$ cat config.mk
export PLATFORM = sky130hd
export DESIGN_NAME = mem_bus_if
export DESIGN_NICKNAME = d
export VERILOG_FILES = /design/src/rtl/mem_bus_if_pkg.sv /design/src/rtl/mem_bus_if_timeout_ctr.sv /design/src/rtl/mem_bus_if.sv
export SDC_FILE = /design/constraint.sdc
export NUM_CORES = 1
export LEC_CHECK = 0
export ABC_AREA = 1
export CAP_MARGIN = 20
export CORE_ASPECT_RATIO = 0.6
export CORE_MARGIN = 4
export CORE_UTILIZATION = 41
export DETAILED_ROUTE_END_ITERATION = 6
export GPL_TIMING_DRIVEN = 1
export PLACE_DENSITY = 0.79
export SLEW_MARGIN = 30
export SYNTH_ARGS = -nofsm -noshare
export SYNTH_HDL_FRONTEND = slang
export SYNTH_HIERARCHICAL = 1
export SYNTH_SLANG_ARGS = --single-unit
$ cat constraint.sdc
create_clock -name clock -period 1.74 [get_ports clock]
set_clock_uncertainty 0.05 [all_clocks]
set_input_delay 0.261 -clock clock [delete_from_list [all_inputs] [get_ports clock]]
set_output_delay 0.261 -clock clock [all_outputs]
set_load 0.02 [all_outputs]
$ cat src/rtl/mem_bus_if_pkg.sv
// Shared definitions for the memory-side bus interface: FSM state encoding
// and the default datapath widths used by the bus mux and register file.
package mem_bus_if_pkg;

   localparam int DEF_DATA_W = 32;
   localparam int DEF_ADDR_W = 9;

   typedef enum logic [2:0] {
      IDLE = 3'd0,
      RD   = 3'd1,
      WR   = 3'd2,
      DONE = 3'd3,
      ERR  = 3'd4
   } state_t;

endpackage

$ cat src/rtl/mem_bus_if_timeout_ctr.sv
// Wait-cycle counter for an outstanding memory request. Held at zero while
// cleared; counts each enabled cycle. expired flags the last cycle in which
// the request may still be acknowledged, so a request lasts TIMEOUT cycles.
module mem_timeout_ctr #(
   parameter int TIMEOUT = 15
) (
   input  logic clock,
   input  logic clear_n,
   input  logic clr,
   input  logic en,
   output logic expired
);

   localparam int CW = (TIMEOUT < 2) ? 1 : $clog2(TIMEOUT);

   logic [CW-1:0] count;

   // Count wait cycles; restart from zero whenever no request is pending.
   always_ff @(posedge clock or negedge clear_n) begin
      if (!clear_n) begin
         count <= '0;
      end else if (clr) begin
         count <= '0;
      end else if (en) begin
         count <= count + CW'(1);
      end
   end

   assign expired = (count == CW'(TIMEOUT - 1));

endmodule

$ cat src/rtl/mem_bus_if.sv
// Memory-side bus interface: MAR/MDR capture from BusMuxOut and a single
// outstanding read/write handshake to word memory with timeout abort.
module mem_bus_if
   import mem_bus_if_pkg::*;
#(
   parameter int DATA_W  = DEF_DATA_W,
   parameter int ADDR_W  = DEF_ADDR_W,
   parameter int TIMEOUT = 15
) (
   input  logic              clock,
   input  logic              clear_n,
   input  logic [DATA_W-1:0] bus_in,
   input  logic              mar_in,
   input  logic              mdr_in,
   input  logic              read,
   input  logic              write,
   output logic [DATA_W-1:0] mdr_out,
   output logic [ADDR_W-1:0] mem_addr,
   output logic [DATA_W-1:0] mem_wdata,
   output logic              mem_rd_req,
   output logic              mem_wr_req,
   input  logic              mem_ack,
   input  logic [DATA_W-1:0] mem_rdata,
   output logic              busy,
   output logic              done,
   output logic              err
);

   state_t            state;
   logic [ADDR_W-1:0] mar;
   logic [DATA_W-1:0] mdr;
   logic              ctr_clr;
   logic              ctr_en;
   logic              expired;

   // Counter runs only while a request is on the bus and unanswered.
   assign ctr_clr = !((state == RD) || (state == WR));
   assign ctr_en  = !ctr_clr && !mem_ack;

   mem_timeout_ctr #(
      .TIMEOUT (TIMEOUT)
   ) u_timeout (
      .clock   (clock),
      .clear_n (clear_n),
      .clr     (ctr_clr),
      .en      (ctr_en),
      .expired (expired)
   );

   // Register outputs straight from MAR/MDR; no input-to-output paths.
   assign mdr_out   = mdr;
   assign mem_wdata = mdr;
   assign mem_addr  = mar;

   // Transaction FSM with registered handshake and status outputs.
   always_ff @(posedge clock or negedge clear_n) begin
      if (!clear_n) begin
         state      <= IDLE;
         mar        <= '0;
         mdr        <= '0;
         mem_rd_req <= 1'b0;
         mem_wr_req <= 1'b0;
         busy       <= 1'b0;
         done       <= 1'b0;
         err        <= 1'b0;
      end else begin
         case (state)
            IDLE: begin
               if (mar_in) mar <= bus_in[ADDR_W-1:0];
               if (mdr_in) mdr <= bus_in;
               if (read && write) begin
                  state <= ERR;
                  err   <= 1'b1;
                  busy  <= 1'b1;
               end else if (read) begin
                  state      <= RD;
                  mem_rd_req <= 1'b1;
                  busy       <= 1'b1;
               end else if (write) begin
                  state      <= WR;
                  mem_wr_req <= 1'b1;
                  busy       <= 1'b1;
               end
            end
            RD: begin
               if (mem_ack) begin
                  mdr        <= mem_rdata;
                  state      <= DONE;
                  mem_rd_req <= 1'b0;
                  done       <= 1'b1;
               end else if (expired) begin
                  state      <= ERR;
                  mem_rd_req <= 1'b0;
                  err        <= 1'b1;
               end
            end
            WR: begin
               if (mem_ack) begin
                  state      <= DONE;
                  mem_wr_req <= 1'b0;
                  done       <= 1'b1;
               end else if (expired) begin
                  state      <= ERR;
                  mem_wr_req <= 1'b0;
                  err        <= 1'b1;
               end
            end
            DONE: begin
               state <= IDLE;
               done  <= 1'b0;
               busy  <= 1'b0;
            end
            ERR: begin
               state <= IDLE;
               err   <= 1'b0;
               busy  <= 1'b0;
            end
            default: begin
               state      <= IDLE;
               mem_rd_req <= 1'b0;
               mem_wr_req <= 1'b0;
               done       <= 1'b0;
               err        <= 1'b0;
               busy       <= 1'b0;
            end
         endcase
      end
   end

endmodule

==> run summary <==
Status: completed
Cells after Synth: 413
HP Start: mem_addr[1]$_DFFE_PN0P_
Worst-margin pin slew: 0.6604 ns
Post-synth EDFFs: 0
FILL cells: 609
Seq/Total Area, Yosys: 43.82%
RR Startpoint: state[0]$_DFFE_PN0P_
CP Data Arrival Time: 1.36 ns
DR WL/cell: 15.61 um
CP Cell Sequence: clkdlybuf4s50_1
Yosys cell types: 23
Final period util: 95.96%
Pre-CTS WS: 0.04844 ns
Ys async rst share: 100.0%
Max cap viols: 0
Worst Setup Path Type: reg -> out
Placer Congestion: 0.8829
Routed WL: 9660 um
Max FO, Critical Path: 3
Htree depth: 2
Final Critical Period: 1.670 ns
Hold EP: mem_addr[1]$_DFFE_PN0P_
Syn_nets: 486
Hold Crit Depth: 2
Starting density of the core: 43.82%
Critical path launch point type: register
Clock transition at the registers of the reported paths: 0.07 ns
Layout cell share with drive strength beyond 1: 7.143%
Vias/cell: 5.039
Clock root buffer master: clkbuf_16
Post-DP HPWL: 7368 um
Yosys warnings: 6
Reg2reg end: mdr_out[31]$_DFFE_PN0P_
CP peak stage delay: 0.64 ns
Slowest-stage cell, CP: clkdlybuf4s50_1
Slew HR: 55.97%
R2R Setup Slk: 0.12 ns
Area of the multi-input gates: 0.001304 mm2
Antenna diodes: 0
Family with the most delay on the worst path: buffers and inverters
Largest net degree at the start of global routing: 34
Cts bufs inserted: 5
FF+latch area: 0.001326 mm2
Die area: 0.008865 mm2
Peak supply drop: 0.0009314 V
Static leakage: 2.271 nW
CTS tree: done
Cell Area, Synth: 0.003027 mm2
Die W: 118.9 um
Clock Latency Late Sink: 0.29 ns
GRT Total Usage: 21.40%
Die height: 74.55 um
P&R area growth vs syn: 51.59%
Clk buf depth: 2
WP buf/inv: 1
First-pass GRT wire length: 15,280 um
Top_reg_cell synth: dfrtp_1
CORE AREA: 0.006907 mm2
Iter 0 DRT Violations: 256
Row cnt: 23
Initial antenna violation count: 0
Mean area per synthesized cell: 7.328 um2
Nets@finish: 604
Port Buffers: 148
Final setup viols: 0
Max Slew Vio Count: 0
Setup TNS: 0 ns
Post-synthesis register bit count: 53
Drt pass-1 iters: 5
Ports: 149
Worst-case reg-to-reg path depth: 6
Total number of vias: 3,119
Cell area power density: 1906 mW/mm2
RSZ-0062 raised after global routing: no
TritonCTS sink count: 53
Maximum clock rate: 598.9 MHz
Final ANT Viol Nets: 0
Final WS setup: 0.07026 ns
Vias in the first global route: 2,983
Final Hold Violating Endpoints: 0
CP endpoint kind: output port
# DRC: 0
Total grt overflow: 0
Worst Hold Class: reg -> reg
Crit path depth: 1
Req. time, crit path: 1.43 ns
[how the worst max path moves through the flow]
stage	startpoint	end
2_1_floorplan	state[1]$_DFFE_PN0P_	u_timeout/count[3]$_DFFE_PN0P_
3_3_place_gp	mem_ack	mdr_out[28]$_DFFE_PN0P_
3_5_place_dp	mem_ack	mdr_out[31]$_DFFE_PN0P_
4_1_cts	mdr_out[0]$_DFFE_PN0P_	mem_wdata[0]
5_1_grt	state[0]$_DFFE_PN0P_	mdr_out[17]$_DFFE_PN0P_
6_report	mdr_out[4]$_DFFE_PN0P_	mdr_out[4]
[registers in the layout (all words and copies together), names as in the netlist]
register and count:
mem_wr_req 1, state 3, busy 1, err 1, mdr_out 32, mem_rd_req 1, done 1, u_timeout/count 4
mem_addr 9
[per-stage QoR]
| step | util, % | hold WS, ns | power (W) | instances | cell area [um2] |
|---|---|---|---|---|---|
| 2_1_floorplan | - | -0.08459 | 0.005558 | 413 | 3027 |
| 3_3_place_gp | 63.30 | 0.2687 | 0.007438 | 608 | 4372 |
| 3_5_place_dp | 63.30 | 0.2702 | 0.007580 | 608 | 4372 |
| 4_1_cts | 66.00 | 0.4246 | 0.008762 | 617 | 4558 |
| 5_1_grt | 66.43 | 0.4587 | 0.009328 | 619 | 4588 |
| 6_report | 66.43 | 0.4240 | 0.008745 | 619 | 4588 |
[cell families after synthesis]
logic type,share of synthesized area (%)
compound gates,1.116
fa+ha+maj,0.8267
buf+inv,13.48
flops,43.82
simple gates,40.76
[cells in the final DEF (no fill, tap or decap), types with 2 or more instances in the layout]
| cell | count |
|---|---|
| clkbuf_16 | 5 |
| clkdlybuf4s50_1 | 147 |
| nor2_1 | 13 |
| buf_12 | 2 |
| inv_1 | 9 |
| nor2_2 | 2 |
| o21ai_0 | 2 |
| nor2_4 | 2 |
| nand2_1 | 179 |
| nand2_2 | 3 |
| inv_2 | 5 |
| a21oi_1 | 2 |
| nand3_1 | 82 |
| buf_4 | 11 |
| ha_1 | 2 |
| dfrtp_1 | 53 |
[synthesized netlist by cell type, types with 2 or more instances]
library cell | number | area (um2)
o21ai_0 | 2 | 10.01
nand2_1 | 179 | 671.9
buf_6 | 3 | 33.78
nor2_4 | 2 | 22.52
dfrtp_1 | 53 | 1326
clkbuf_1 | 3 | 11.26
nor2_1 | 14 | 52.55
buf_4 | 32 | 240.2
nand3_1 | 82 | 410.4
a21oi_1 | 2 | 10.01
inv_1 | 10 | 37.54
inv_2 | 4 | 15.01
ha_1 | 2 | 25.02
nand2_2 | 3 | 18.77
buf_2 | 14 | 70.07
[final cells by class]
| class | instances | area share, % |
|---|---|---|
| clock inverter | 2 | 0.8181 |
| sequential | 53 | 28.91 |
| clock buffer | 6 | 3.027 |
| tap | 87 | 2.373 |
| inverter | 14 | 1.145 |
| timing repair buffer | 163 | 35.31 |
| multi-input combinational | 294 | 28.42 |
[per-layer routing]
metal	share of wire, %	up-vias	routed length [um]	track usage (%)
li1	-	1520	-	-
met1	46	1463	4412	30.13
met2	46	131	4475	35.91
met3	7.8	5	751	4.863
met4	0.21	0	20	1.540
met5	0	-	0	0
[what timing repair did]
item | CTS | global route
setup endpoints to repair | 0 | 35
resized for setup | 0 | 4
buffers inserted | 0 | 2
hold buffers | 1 | 0
endpoints found under the hold margin | 26 | 0
[power by group]
part           switching (W)  internal, W  leakage [nW]
sequential          0.000475      0.00179         0.667
clock               0.000429     0.000718        0.0831
combinational        0.00303      0.00230          1.52
total                0.00393      0.00481          2.27
Power figures use the tool's default switching activity.
